$ cat config.mk
export PLATFORM = sky130hd
export DESIGN_NAME = sal_bank_ctrl_flat
export DESIGN_NICKNAME = d
export VERILOG_FILES = /design/src/rtl/sal_bk_pkg.sv /design/src/rtl/sal_bk_timing_intf.sv /design/src/rtl/sal_bk_tcnt.sv /design/src/rtl/sal_bank_ctrl.sv /design/src/flat_wrapper.sv
export SDC_FILE = /design/constraint.sdc
export NUM_CORES = 1
export LEC_CHECK = 0
export CAP_MARGIN = 20
export CORE_MARGIN = 4
export CORE_UTILIZATION = 26
export DETAILED_ROUTE_END_ITERATION = 12
export PLACE_DENSITY = 0.51
export SLEW_MARGIN = 40
export SYNTH_ARGS = -nofsm -noshare
export SYNTH_HDL_FRONTEND = slang
export SYNTH_SLANG_ARGS = --single-unit
$ cat constraint.sdc
create_clock -name clk -period 11.78 [get_ports clk]
set_clock_uncertainty 0.1 [all_clocks]
set_input_delay 2.356 -clock clk [delete_from_list [all_inputs] [get_ports clk]]
set_output_delay 2.356 -clock clk [all_outputs]
set_load 0.01 [all_outputs]
$ cat src/rtl/sal_bk_pkg.sv
// Shared command/state encodings for the per-bank DDR2 tracker.
package sal_bk_pkg;

  localparam int unsigned BK_CMD_W = 3;

  typedef enum logic [BK_CMD_W-1:0] {
    NOP = 3'd0,
    ACT = 3'd1,
    RD  = 3'd2,
    WR  = 3'd3,
    PRE = 3'd4,
    REF = 3'd5
  } bk_cmd_t;

  typedef enum logic [1:0] {
    IDLE        = 2'd0,
    ACTIVE      = 2'd1,
    PRECHARGING = 2'd2,
    REFRESHING  = 2'd3
  } bk_state_t;

endpackage

$ cat src/rtl/sal_bk_timing_intf.sv
// Bank timing values (in clk cycles) driven by the configuration block.
interface sal_bk_timing_intf #(
  parameter int unsigned TIMING_W = 8
);
  logic [TIMING_W-1:0] t_rcd;
  logic [TIMING_W-1:0] t_rp;
  logic [TIMING_W-1:0] t_ras;
  logic [TIMING_W-1:0] t_rfc;
  logic [TIMING_W-1:0] t_rtp;
  logic [TIMING_W-1:0] t_wtp;

  modport cfg  (output t_rcd, t_rp, t_ras, t_rfc, t_rtp, t_wtp);
  modport bank (input  t_rcd, t_rp, t_ras, t_rfc, t_rtp, t_wtp);
endinterface

$ cat src/rtl/sal_bk_tcnt.sv
// Saturating down-counter loaded with max(t,1)-1; optional max-merge with the running count.
module sal_bk_tcnt #(
  parameter int unsigned TIMING_W = 8
) (
  input  logic                clk,
  input  logic                rst_n,
  input  logic                load,
  input  logic                merge,
  input  logic [TIMING_W-1:0] t,
  output logic [TIMING_W-1:0] cnt,
  output logic                is_zero
);

  logic [TIMING_W-1:0] dec_c;
  logic [TIMING_W-1:0] ld_c;
  logic [TIMING_W-1:0] nxt_c;

  // Merge compares against the decremented value so a longer pending window is never cut short.
  always_comb begin
    dec_c = (cnt == '0) ? '0 : cnt - TIMING_W'(1);
    ld_c  = (t == '0) ? '0 : t - TIMING_W'(1);
    nxt_c = dec_c;
    if (load) begin
      nxt_c = (merge && (dec_c > ld_c)) ? dec_c : ld_c;
    end
  end

  always_ff @(posedge clk) begin
    if (!rst_n) begin
      cnt     <= '0;
      is_zero <= 1'b1;
    end else begin
      cnt     <= nxt_c;
      is_zero <= (nxt_c == '0);
    end
  end

endmodule

$ cat src/rtl/sal_bank_ctrl.sv
// Per-bank DDR2 state tracker and timing guard between scheduler and command bus.
// Define SAL_BK_CMD_ERR_EN to add the sticky cmd_err illegal-command flag.
module sal_bank_ctrl
  import sal_bk_pkg::*;
#(
  parameter int unsigned ROW_W    = 14,
  parameter int unsigned TIMING_W = 8
) (
  input  logic                clk,
  input  logic                rst_n,
  sal_bk_timing_intf.bank     bk_timing_intf,
  input  logic                cmd_valid,
  input  logic [BK_CMD_W-1:0] cmd,
  input  logic [ROW_W-1:0]    cmd_row,
  output logic                cmd_ready,
  output logic                act_ready,
  output logic                rdwr_ready,
  output logic                pre_ready,
  output logic                ref_ready,
  output logic                row_open,
  output logic [ROW_W-1:0]    open_row
`ifdef SAL_BK_CMD_ERR_EN
  ,
  output logic                cmd_err
`endif
);

  bk_state_t state_q;
  bk_state_t state_nxt;
  bk_cmd_t   cmd_e;

  logic legal_c;
  logic row_hit_c;
  logic acc_act, acc_rd, acc_wr, acc_pre, acc_ref;
  logic rcd_z, ras_z, rtp_z, rp_z, rfc_z;
  logic [TIMING_W-1:0] rcd_cnt, ras_cnt, rtp_cnt, rp_cnt, rfc_cnt;
  logic [TIMING_W-1:0] rtp_t_c;

  assign cmd_e = bk_cmd_t'(cmd);

  always_ff @(posedge clk) begin
    if (!rst_n) state_q <= IDLE;
    else        state_q <= state_nxt;
  end

  // Leave PRECHARGING/REFRESHING on the edge the counter reaches 0, so IDLE coincides with rp/rfc expiry.
  always_comb begin
    state_nxt = state_q;
    case (state_q)
      IDLE: begin
        if (acc_act)      state_nxt = ACTIVE;
        else if (acc_ref) state_nxt = (bk_timing_intf.t_rfc <= TIMING_W'(1)) ? IDLE : REFRESHING;
      end
      ACTIVE: begin
        if (acc_pre)      state_nxt = (bk_timing_intf.t_rp <= TIMING_W'(1)) ? IDLE : PRECHARGING;
      end
      PRECHARGING: if (rp_cnt <= TIMING_W'(1)) state_nxt = IDLE;
      REFRESHING:  if (rfc_cnt <= TIMING_W'(1)) state_nxt = IDLE;
      default:     state_nxt = IDLE;
    endcase
  end

  // Readiness lookahead, legality and acceptance.
  always_comb begin
    act_ready  = (state_q == IDLE) && rp_z && rfc_z;
    ref_ready  = (state_q == IDLE) && rp_z && rfc_z;
    rdwr_ready = (state_q == ACTIVE) && rcd_z;
    pre_ready  = (state_q == ACTIVE) && ras_z && rtp_z;
    row_hit_c  = (cmd_row == open_row);
    legal_c    = 1'b0;
    cmd_ready  = 1'b0;
    case (cmd_e)
      NOP: legal_c = 1'b1;
      ACT, REF: begin
        legal_c   = (state_q == IDLE);
        cmd_ready = cmd_valid && act_ready;
      end
      RD, WR: begin
        legal_c   = (state_q == ACTIVE) && row_hit_c;
        cmd_ready = cmd_valid && rdwr_ready && row_hit_c;
      end
      PRE: begin
        legal_c   = (state_q == ACTIVE);
        cmd_ready = cmd_valid && pre_ready;
      end
      default: legal_c = 1'b0;
    endcase
    acc_act = cmd_ready && (cmd_e == ACT);
    acc_rd  = cmd_ready && (cmd_e == RD);
    acc_wr  = cmd_ready && (cmd_e == WR);
    acc_pre = cmd_ready && (cmd_e == PRE);
    acc_ref = cmd_ready && (cmd_e == REF);
    rtp_t_c = acc_wr ? bk_timing_intf.t_wtp : bk_timing_intf.t_rtp;
  end

  always_ff @(posedge clk) begin
    if (!rst_n) begin
      row_open <= 1'b0;
      open_row <= '0;
    end else begin
      row_open <= (state_nxt == ACTIVE);
      if (acc_act) open_row <= cmd_row;
    end
  end

`ifdef SAL_BK_CMD_ERR_EN
  always_ff @(posedge clk) begin
    if (!rst_n)                     cmd_err <= 1'b0;
    else if (cmd_valid && !legal_c) cmd_err <= 1'b1;
  end
`else
  logic unused_legal;
  assign unused_legal = legal_c;
`endif

  sal_bk_tcnt #(.TIMING_W(TIMING_W)) u_rcd (
    .clk(clk), .rst_n(rst_n), .load(acc_act), .merge(1'b0),
    .t(bk_timing_intf.t_rcd), .cnt(rcd_cnt), .is_zero(rcd_z));

  sal_bk_tcnt #(.TIMING_W(TIMING_W)) u_ras (
    .clk(clk), .rst_n(rst_n), .load(acc_act), .merge(1'b0),
    .t(bk_timing_intf.t_ras), .cnt(ras_cnt), .is_zero(ras_z));

  sal_bk_tcnt #(.TIMING_W(TIMING_W)) u_rtp (
    .clk(clk), .rst_n(rst_n), .load(acc_rd || acc_wr), .merge(1'b1),
    .t(rtp_t_c), .cnt(rtp_cnt), .is_zero(rtp_z));

  sal_bk_tcnt #(.TIMING_W(TIMING_W)) u_rp (
    .clk(clk), .rst_n(rst_n), .load(acc_pre), .merge(1'b0),
    .t(bk_timing_intf.t_rp), .cnt(rp_cnt), .is_zero(rp_z));

  sal_bk_tcnt #(.TIMING_W(TIMING_W)) u_rfc (
    .clk(clk), .rst_n(rst_n), .load(acc_ref), .merge(1'b0),
    .t(bk_timing_intf.t_rfc), .cnt(rfc_cnt), .is_zero(rfc_z));

  logic unused_cnt;
  assign unused_cnt = ^{rcd_cnt, ras_cnt, rtp_cnt};

endmodule

$ cat src/flat_wrapper.sv
// flat-port wrapper written by rule: the top's interface ports become plain ports
module sal_bank_ctrl_flat import sal_bk_pkg::*;
#(
  parameter int unsigned ROW_W    = 14,
  parameter int unsigned TIMING_W = 8
)
  (clk, rst_n, cmd_valid, cmd, cmd_row, cmd_ready, act_ready, rdwr_ready, pre_ready, ref_ready, row_open, open_row, bk_timing_intf_t_rcd, bk_timing_intf_t_rp, bk_timing_intf_t_ras, bk_timing_intf_t_rfc, bk_timing_intf_t_rtp, bk_timing_intf_t_wtp);
  sal_bk_timing_intf #(.TIMING_W(TIMING_W)) bk_timing_intf_i ();
  input  logic clk;
  input  logic rst_n;
  input  logic cmd_valid;
  input  logic [BK_CMD_W-1:0] cmd;
  input  logic [ROW_W-1:0] cmd_row;
  output logic cmd_ready;
  output logic act_ready;
  output logic rdwr_ready;
  output logic pre_ready;
  output logic ref_ready;
  output logic row_open;
  output logic [ROW_W-1:0] open_row;
  input wire logic [$bits(bk_timing_intf_i.t_rcd)-1:0] bk_timing_intf_t_rcd;
  input wire logic [$bits(bk_timing_intf_i.t_rp)-1:0] bk_timing_intf_t_rp;
  input wire logic [$bits(bk_timing_intf_i.t_ras)-1:0] bk_timing_intf_t_ras;
  input wire logic [$bits(bk_timing_intf_i.t_rfc)-1:0] bk_timing_intf_t_rfc;
  input wire logic [$bits(bk_timing_intf_i.t_rtp)-1:0] bk_timing_intf_t_rtp;
  input wire logic [$bits(bk_timing_intf_i.t_wtp)-1:0] bk_timing_intf_t_wtp;
  assign bk_timing_intf_i.t_rcd = bk_timing_intf_t_rcd;
  assign bk_timing_intf_i.t_rp = bk_timing_intf_t_rp;
  assign bk_timing_intf_i.t_ras = bk_timing_intf_t_ras;
  assign bk_timing_intf_i.t_rfc = bk_timing_intf_t_rfc;
  assign bk_timing_intf_i.t_rtp = bk_timing_intf_t_rtp;
  assign bk_timing_intf_i.t_wtp = bk_timing_intf_t_wtp;
  sal_bank_ctrl #(.ROW_W(ROW_W), .TIMING_W(TIMING_W)) u_core (.clk(clk), .rst_n(rst_n), .bk_timing_intf(bk_timing_intf_i), .cmd_valid(cmd_valid), .cmd(cmd), .cmd_row(cmd_row), .cmd_ready(cmd_ready), .act_ready(act_ready), .rdwr_ready(rdwr_ready), .pre_ready(pre_ready), .ref_ready(ref_ready), .row_open(row_open), .open_row(open_row));
endmodule
---- After elaboration in Yosys (flattened, before gate mapping) ----
Index checks and enable logic that the tools add are counted.
storage, ports and cells
  memory bits (read-only) ................. 0
  logic and storage cells ................. 97
  bits in registers ....................... 62
  bits in latches ......................... 0
  output and inout port bits .............. 20
  memories ................................ 0
  bits in writable memories ............... 0
  input port bits ......................... 68
operators by class
  reductions and logical operators ........ 33
  div/mod/pow operators ................... 0
  equality and inequality tests ........... 10
  shift-type cells ........................ 0
  order comparisons ....................... 5
  bitwise operators ....................... 0
  multiplexer cells ....................... 26
  $add $sub $neg .......................... 10
  multipliers ............................. 0
operators with widths
  cell                                                  number
  2-to-1 mux 8 bit                                      17
  zero test 8 bit                                       15
  subtractor 8 x 1 -> 8 bit (second input constant)     10
  <= comparator 8 x 1 -> 1 bit (second input constant)  4
  equality test 14 bit                                  1
  logical AND 1 bit                                     14
  2-to-1 mux 2 bit                                      7
  greater-than comparator 8 bit                         1
  case mux 2 bit (4 select lines)                       1
  equality test 3 x 2 -> 1 bit (second input constant)  2
  equality test 3 bit (second input constant)           2
  equality test 2 x 1 -> 1 bit (second input constant)  2
  equality test 2 bit (second input constant)           2
  OR reduction 2 bit                                    2
  equality test 3 x 1 -> 1 bit (second input constant)  1
  case mux 1 bit (3 select lines)                       1
  zero test 2 bit                                       1
  logical OR 1 bit                                      1

---- Depth between registers and ports, before layout ----
  depth after elaboration ................. 13
  mapped depth ............................ 22

---- Hierarchy ----
Synthesis repeated with hierarchy kept, for this count alone.
second synthesis, totals
  cells, all modules ...................... 761
  area, all modules ....................... 6,216.0 um^2
modules (own cells, without submodules)
  module                          sequential area each (um^2)  area each (um^2)  times used  cells an instance
  sal_bk_tcnt (u_core.u_rcd ...)  180.2                        991.0             4           123
  sal_bank_ctrl                   340.3                        1,291.2           1           142
  sal_bk_tcnt (u_core.u_ras)      180.2                        960.9             1           127

---- Least setup slack after synthesis ----
OpenSTA, ideal clock, no wires.
  path kind ............................... input -> register
  start point ............................. in cmd_row[9]
  end point ............................... reg u_core.u_rtp.cnt[3]
  setup time .............................. 115 ps
  setup slack ............................. 5,283 ps
  stages on the path ...................... 20
  data required time ...................... 11,565 ps
  arrival time ............................ 6,282 ps
  cell sequence ........................... xor2_1 > nor4b_2 > and4_1 > and3_4 > buf_12 > mux2i_1 > ha_1 > clkbuf_1 > nand2_1 > o31a_1 > mux2_2 > ha_1 > a21o_1 > a21oi_1 > nand2b_1 > o21ai_0 > nand3_1 > clkbuf_1 > and2_1 > o21a_1
on the way
  word-level cells in the longest chain between the ends .. 10
  elaborated cells between the ends (all ways) .. 13
  classes of those cells .................. add/sub: 1; order compare: 1; eq/ne: 1; mux: 5; reduce/logical: 5
RTL lines
  what                                                                 RTL line             RTL
  from (decl)                                                          flat_wrapper.sv:13   input logic [ROW_W-1:0] cmd_row;
  equality test 14 bit (*)                                             sal_bank_ctrl.sv:69  row_hit_c = (cmd_row == open_row);
  logical AND 1 bit (*)                                                sal_bank_ctrl.sv:80  cmd_ready = cmd_valid && rdwr_ready && row_hit_c;
  case mux 1 bit (3 select lines) (*)                                  sal_bank_ctrl.sv:72  case (cmd_e)
  logical AND 1 bit                                                    sal_bank_ctrl.sv:90  acc_wr = cmd_ready && (cmd_e == WR);
  2-to-1 mux 8 bit                                                     sal_bank_ctrl.sv:93  rtp_t_c = acc_wr ? bk_timing_intf.t_wtp : bk_timing_intf.t_rtp;
  subtractor 8 x 1 -> 8 bit / zero test 8 bit (equally long branches)  sal_bk_tcnt.sv:21    ld_c = (t == '0) ? '0 : t - TIMING_W'(1);
  2-to-1 mux 8 bit                                                     sal_bk_tcnt.sv:21
  greater-than comparator 8 bit                                        sal_bk_tcnt.sv:24    nxt_c = (merge && (dec_c > ld_c)) ? dec_c : ld_c;
  2-to-1 mux 8 bit                                                     sal_bk_tcnt.sv:24
  2-to-1 mux 8 bit (*)                                                 sal_bk_tcnt.sv:23    if (load) begin
  to (signal assigned)                                                 sal_bk_tcnt.sv:33    cnt <= nxt_c;
  to (decl)                                                            sal_bk_tcnt.sv:10    output logic [TIMING_W-1:0] cnt,
Every way passes the cells marked *; elsewhere a longest branch is shown, timed or not.
A chain may end at the register's enable or synchronous reset.

---- Worst setup path after layout ----
  start point ............................. in cmd[2]
  end point ............................... reg u_core.u_rtp.cnt[1]
on the way
  word-level cells in the longest chain between the ends .. 10
  elaborated cells between the ends (all ways) .. 18
  classes of those cells .................. add/sub: 1; order compare: 1; eq/ne: 5; mux: 5; reduce/logical: 6
RTL lines
  what                                                                 RTL line                                  RTL
  from (decl)                                                          flat_wrapper.sv:12                        input logic [BK_CMD_W-1:0] cmd;
  equality test 3 x 2 -> 1 bit, or another cell as far along           sal_bank_ctrl.sv:72, sal_bank_ctrl.sv:90
  OR reduction 2 bit                                                   --
  case mux 1 bit (3 select lines)                                      sal_bank_ctrl.sv:72
  logical AND 1 bit                                                    sal_bank_ctrl.sv:90
  2-to-1 mux 8 bit                                                     sal_bank_ctrl.sv:93
  subtractor 8 x 1 -> 8 bit / zero test 8 bit (equally long branches)  sal_bk_tcnt.sv:21
  2-to-1 mux 8 bit                                                     sal_bk_tcnt.sv:21
  greater-than comparator 8 bit                                        sal_bk_tcnt.sv:24
  2-to-1 mux 8 bit                                                     sal_bk_tcnt.sv:24
  2-to-1 mux 8 bit (*)                                                 sal_bk_tcnt.sv:23
Marks and branches as above.

==> results.py <==
metrics = {
    "critical_path": {
        "reg2reg_slack_ns": 6.59,
        "crit_family": "simple AND/OR/NAND/NOR gates",
        "path_max_fanout": 13,
        "reg2reg_depth": 18,
        "endpoint_kind": "flip-flop",
        "crit_buf_inv": 2,
        "worstPathCellList": "clkdlybuf4s50_1 > nand2b_1 > nor4_1 > and4_1 > and3_4 > mux2i_1 > ha_1 > inv_1 > o21a_1 > a31oi_1 > mux2_2 > ha_1 > a21o_1 > a21oi_1 > nand2b_1 > o21ai_0 > nand3_1 > or3_1 > a21oi_2",
        "reg2reg_to": "u_core.u_rtp.cnt[1]",
        "slowest_delay_ns": 0.52,
        "cp_data_arrival_time_ns": 7.48,
        "cp-start-kind": "input port",
        "path_class": "input port to flip-flop",
        "slowest_stage": "clkdlybuf4s50_1",
        "required_ns": 11.94,
        "timing.rr.start": "u_core.state_q[0]",
    },
    "routing": {
        "viasPerCell": 4.910,
        "ant_nets": 0,
        "routedWlPerCell_um": 14.43,
        "drtIter0Drc": 255,
        "wirelength_um": 12960,
        "drc_errors": 0,
        "via_count": 4409,
        "first_pass_iters": 4,
    },
    "sta": {
        "finalHoldViolCount": 0,
        "fmax_mhz": 136.7,
        "period_share": 0.6211,
        "hold_slack_ns": 0.3852,
        "setup_viol": 0,
        "rsz0062_at_grt": "false",
        "maxSlewHeadroom": 0.5321,
        "fin_crit_ns": 7.317,
        "slew_viol_final": 0,
        "fin_tns_setup_ns": 0,
        "worst_pin_slew_ns": 0.6972,
    },
    "hold_path": {
        "hp-start": "u_core.open_row[1]",
        "hold_depth": 2,
        "hp-class": "flip-flop to flip-flop",
        "min_to": "u_core.open_row[1]",
    },
    "place": {
        "place.gp.congestion": 0.9199,
        "io_buffers": 87,
        "dpl.hpwl_um": 10310,
    },
    "floorplanning": {
        "start_util": 0.2644,
        "num_rows": 48,
        "core_mm2": 0.01718,
        "die_area_mm2": 0.01964,
        "ios": 88,
        "die_height_um": 140.2,
        "die_x_um": 140.2,
    },
    "clock_network": {
        "cts_tree": "built",
        "cts_resized": 0,
        "clk_path_buf_depth": 2,
        "clk_latency_ns": 0.32,
        "clkTransAtPathRegs_ns": 0.05,
        "cts-root-buf": "clkbuf_16",
        "cts_buffers": 9,
        "cts_setup_buffers": 0,
        "cts_sinks": 62,
        "postCtsHoldBufs": 0,
        "cts.htree.levels": 3,
    },
    "status": {
        "status": "finished clean",
    },
    "power": {
        "leakage_nw": 2.229,
        "ir_worst_vdd_mv": 0.08077,
        "clkPwrFrac": 0.212,
        "pwr-share-seq": 0.261,
        "p_per_area_mw_per_mm2": 214.2,
        "p_sw_w": 0.0005047,
        "switching_share": 0.3949,
        "power_frac_comb": 0.527,
        "p_int_w": 0.0007734,
    },
    "global_routing": {
        "grt_pass1_vias": 4422,
        "grt_start_max_net_pins": 28,
        "grt_usage": 0.1302,
        "grt_first_pass_wirelength_um": 21270,
        "grt_overflow": 0,
        "antenna_found_initial": 1,
    },
    "cells_and_area": {
        "synthToLayoutAreaGrowth_pct": 31.39,
        "fillCellCount": 1806,
        "drive_gt1_frac": 0.05804,
        "final_nets": 760,
    },
    "logic_synthesis": {
        "ys_ff_latch": 62,
        "synth_area_leaders": "dfxtp_1, ha_1, xnor2_1, nor2_1, xor2_1",
        "synth_ff_type": "dfxtp_1",
        "syn_area_per_cell_um2": 7.815,
        "synth_fp_nets": 673,
        "synth_top_area_cell": "dfxtp_1",
        "ys_seq_area_frac": 0.2734,
        "syn_inst": 581,
        "yosysWarnings": 0,
        "synth_cell_types": 67,
        "async_reset_ff_frac": 0,
        "synth_top_area_share": 0.2734,
        "synth_area_mm2": 0.004541,
        "synth_edf_count": 0,
    },
    "run": {
        "max-cap-violations": 0,
    },
}
## state kept, by name, summed over array words and instances (netlist names)
signal,flops
u_core.u_rcd.is_zero,1
u_core.open_row,14
u_core.u_rcd.cnt,8
u_core.u_ras.is_zero,1
u_core.u_rfc.cnt,8
u_core.u_rfc.is_zero,1
u_core.u_ras.cnt,8
u_core.row_open,1
u_core.u_rtp.cnt,8
u_core.state_q,2
u_core.u_rtp.is_zero,1
u_core.u_rp.is_zero,1
u_core.u_rp.cnt,8
## per-layer routing
metal,share of wire,GRT usage,wire (µm)
met5,0,0,0
met4,0.015,0.04131,188
met3,0.027,0.02083,346
met2,0.48,0.2218,6271
met1,0.47,0.1684,6150
## worst max-delay path by stage
stage | startpoint | end | slack, ns | depth (start not counted)
2_1_floorplan | cmd_row[9] | u_core.u_rtp.cnt[3] | 5.28 | 20
3_3_place_gp | cmd_row[0] | u_core.u_rtp.cnt[1] | 4.41 | 19
3_5_place_dp | cmd_row[0] | u_core.u_rtp.cnt[1] | 4.20 | 19
4_1_cts | cmd_row[0] | u_core.u_rtp.cnt[1] | 4.54 | 19
5_1_grt | cmd_row[13] | u_core.u_rtp.cnt[1] | 4.12 | 19
6_report | cmd[2] | u_core.u_rtp.cnt[1] | 4.46 | 19
## power groups by stage
stage | Clock (W) | Combinational [W] | Sequential, W
finish | 0.000271 | 0.000673 | 0.000334
global placement | 0 | 0.000662 | 0.000334
detailed placement | 0 | 0.000670 | 0.000336
floorplan | 0 | 0.000513 | 0.000321
CTS | 0.000278 | 0.000673 | 0.000333
global route | 0.000288 | 0.000761 | 0.000342
## layout make-up
cell class	count	area, µm²	share of cell area
sequential	62	1241	0.2081
inverter	24	90.09	0.01510
clock buffer	13	270.3	0.04530
antenna	1	2.502	0.0004195
multi-input combinational	480	3141	0.5264
clock inverter	2	38.79	0.006502
tap	225	281.5	0.04719
timing repair buffer	91	900.9	0.1510
## cell usage after synthesis (2+ instances only)
cell type	number
nor4b_1	2
a21oi_1	45
inv_1	23
mux2_2	5
ha_1	24
xor2_1	28
clkbuf_1	11
nor3b_2	2
or3_1	10
o21ai_0	12
a31oi_1	5
or4_1	7
dfxtp_1	62
nor3b_1	3
nor2_1	76
o21ai_1	4
nand2_1	58
mux2i_1	13
o31ai_1	8
o22ai_1	8
o22a_1	11
o31a_1	2
and3_1	2
nand3b_1	5
and4_1	2
nor4_1	16
nand4_1	7
o21a_1	3
and2_1	13
nor3_1	19
nor2b_1	5
nand3_1	13
xnor2_1	33
or2_2	2
nand2b_1	10
## worst reg2reg max path: cells and delay by family, from the launching register on
kind | cells | cell delay [ns]
fa+ha+maj | 2 | 0.64
buf+inv | 1 | 0.11
compound gates | 6 | 1.25
simple gates | 7 | 2.03
flops | 1 | 0.43
mux | 2 | 0.58
## stage by stage
stage / worst slack, ns / utilization / total power, W / cell area (µm²) / std cells
final: 4.463 / 0.3473 / 0.001278 / 5966 / 898
after CTS: 4.535 / 0.3472 / 0.001285 / 5963 / 897
after detailed placement: 4.199 / 0.3292 / 0.001006 / 5654 / 882
after global placement: 4.411 / 0.3292 / 0.0009960 / 5654 / 882
after floorplan: 5.283 / - / 0.0008348 / 4541 / 581
after global routing: 4.124 / 0.3473 / 0.001391 / 5966 / 898
## kinds of logic after synthesis
kind of cell,count (synthesis),share of synthesized area
DFF,62,0.2734
and+or+nand+nor,262,0.2976
muxes,19,0.04436
adders and majority gates,24,0.06613
AOI/OAI and AO/OA,114,0.1640
buffers and inverters,39,0.03692
xor gates and xnor gates,61,0.1177
## cell usage in the layout, fill, tap and decap left out, drive strengths merged, types with 4 or more instances in the layout
master | Yosys | layout
mux2 | 6 | 6
nand3 | 13 | 13
or3 | 10 | 10
o31ai | 9 | 9
a31oi | 5 | 5
nand2b | 10 | 10
nand4 | 7 | 7
o22ai | 8 | 8
xor2 | 28 | 28
inv | 23 | 25
nor2 | 76 | 76
clkdlybuf4s50 | 0 | 87
clkbuf | 11 | 13
nor3b | 5 | 5
o22a | 11 | 11
nor2b | 5 | 5
and2 | 13 | 13
dfxtp | 62 | 62
mux2i | 13 | 13
buf | 4 | 4
o21ai | 16 | 16
a21oi | 46 | 46
or4 | 8 | 8
nor3 | 19 | 19
nor4 | 17 | 17
ha | 24 | 24
xnor2 | 33 | 33
nand3b | 5 | 5
nand2 | 58 | 58
No activity file was read; power rests on OpenSTA's default activity.
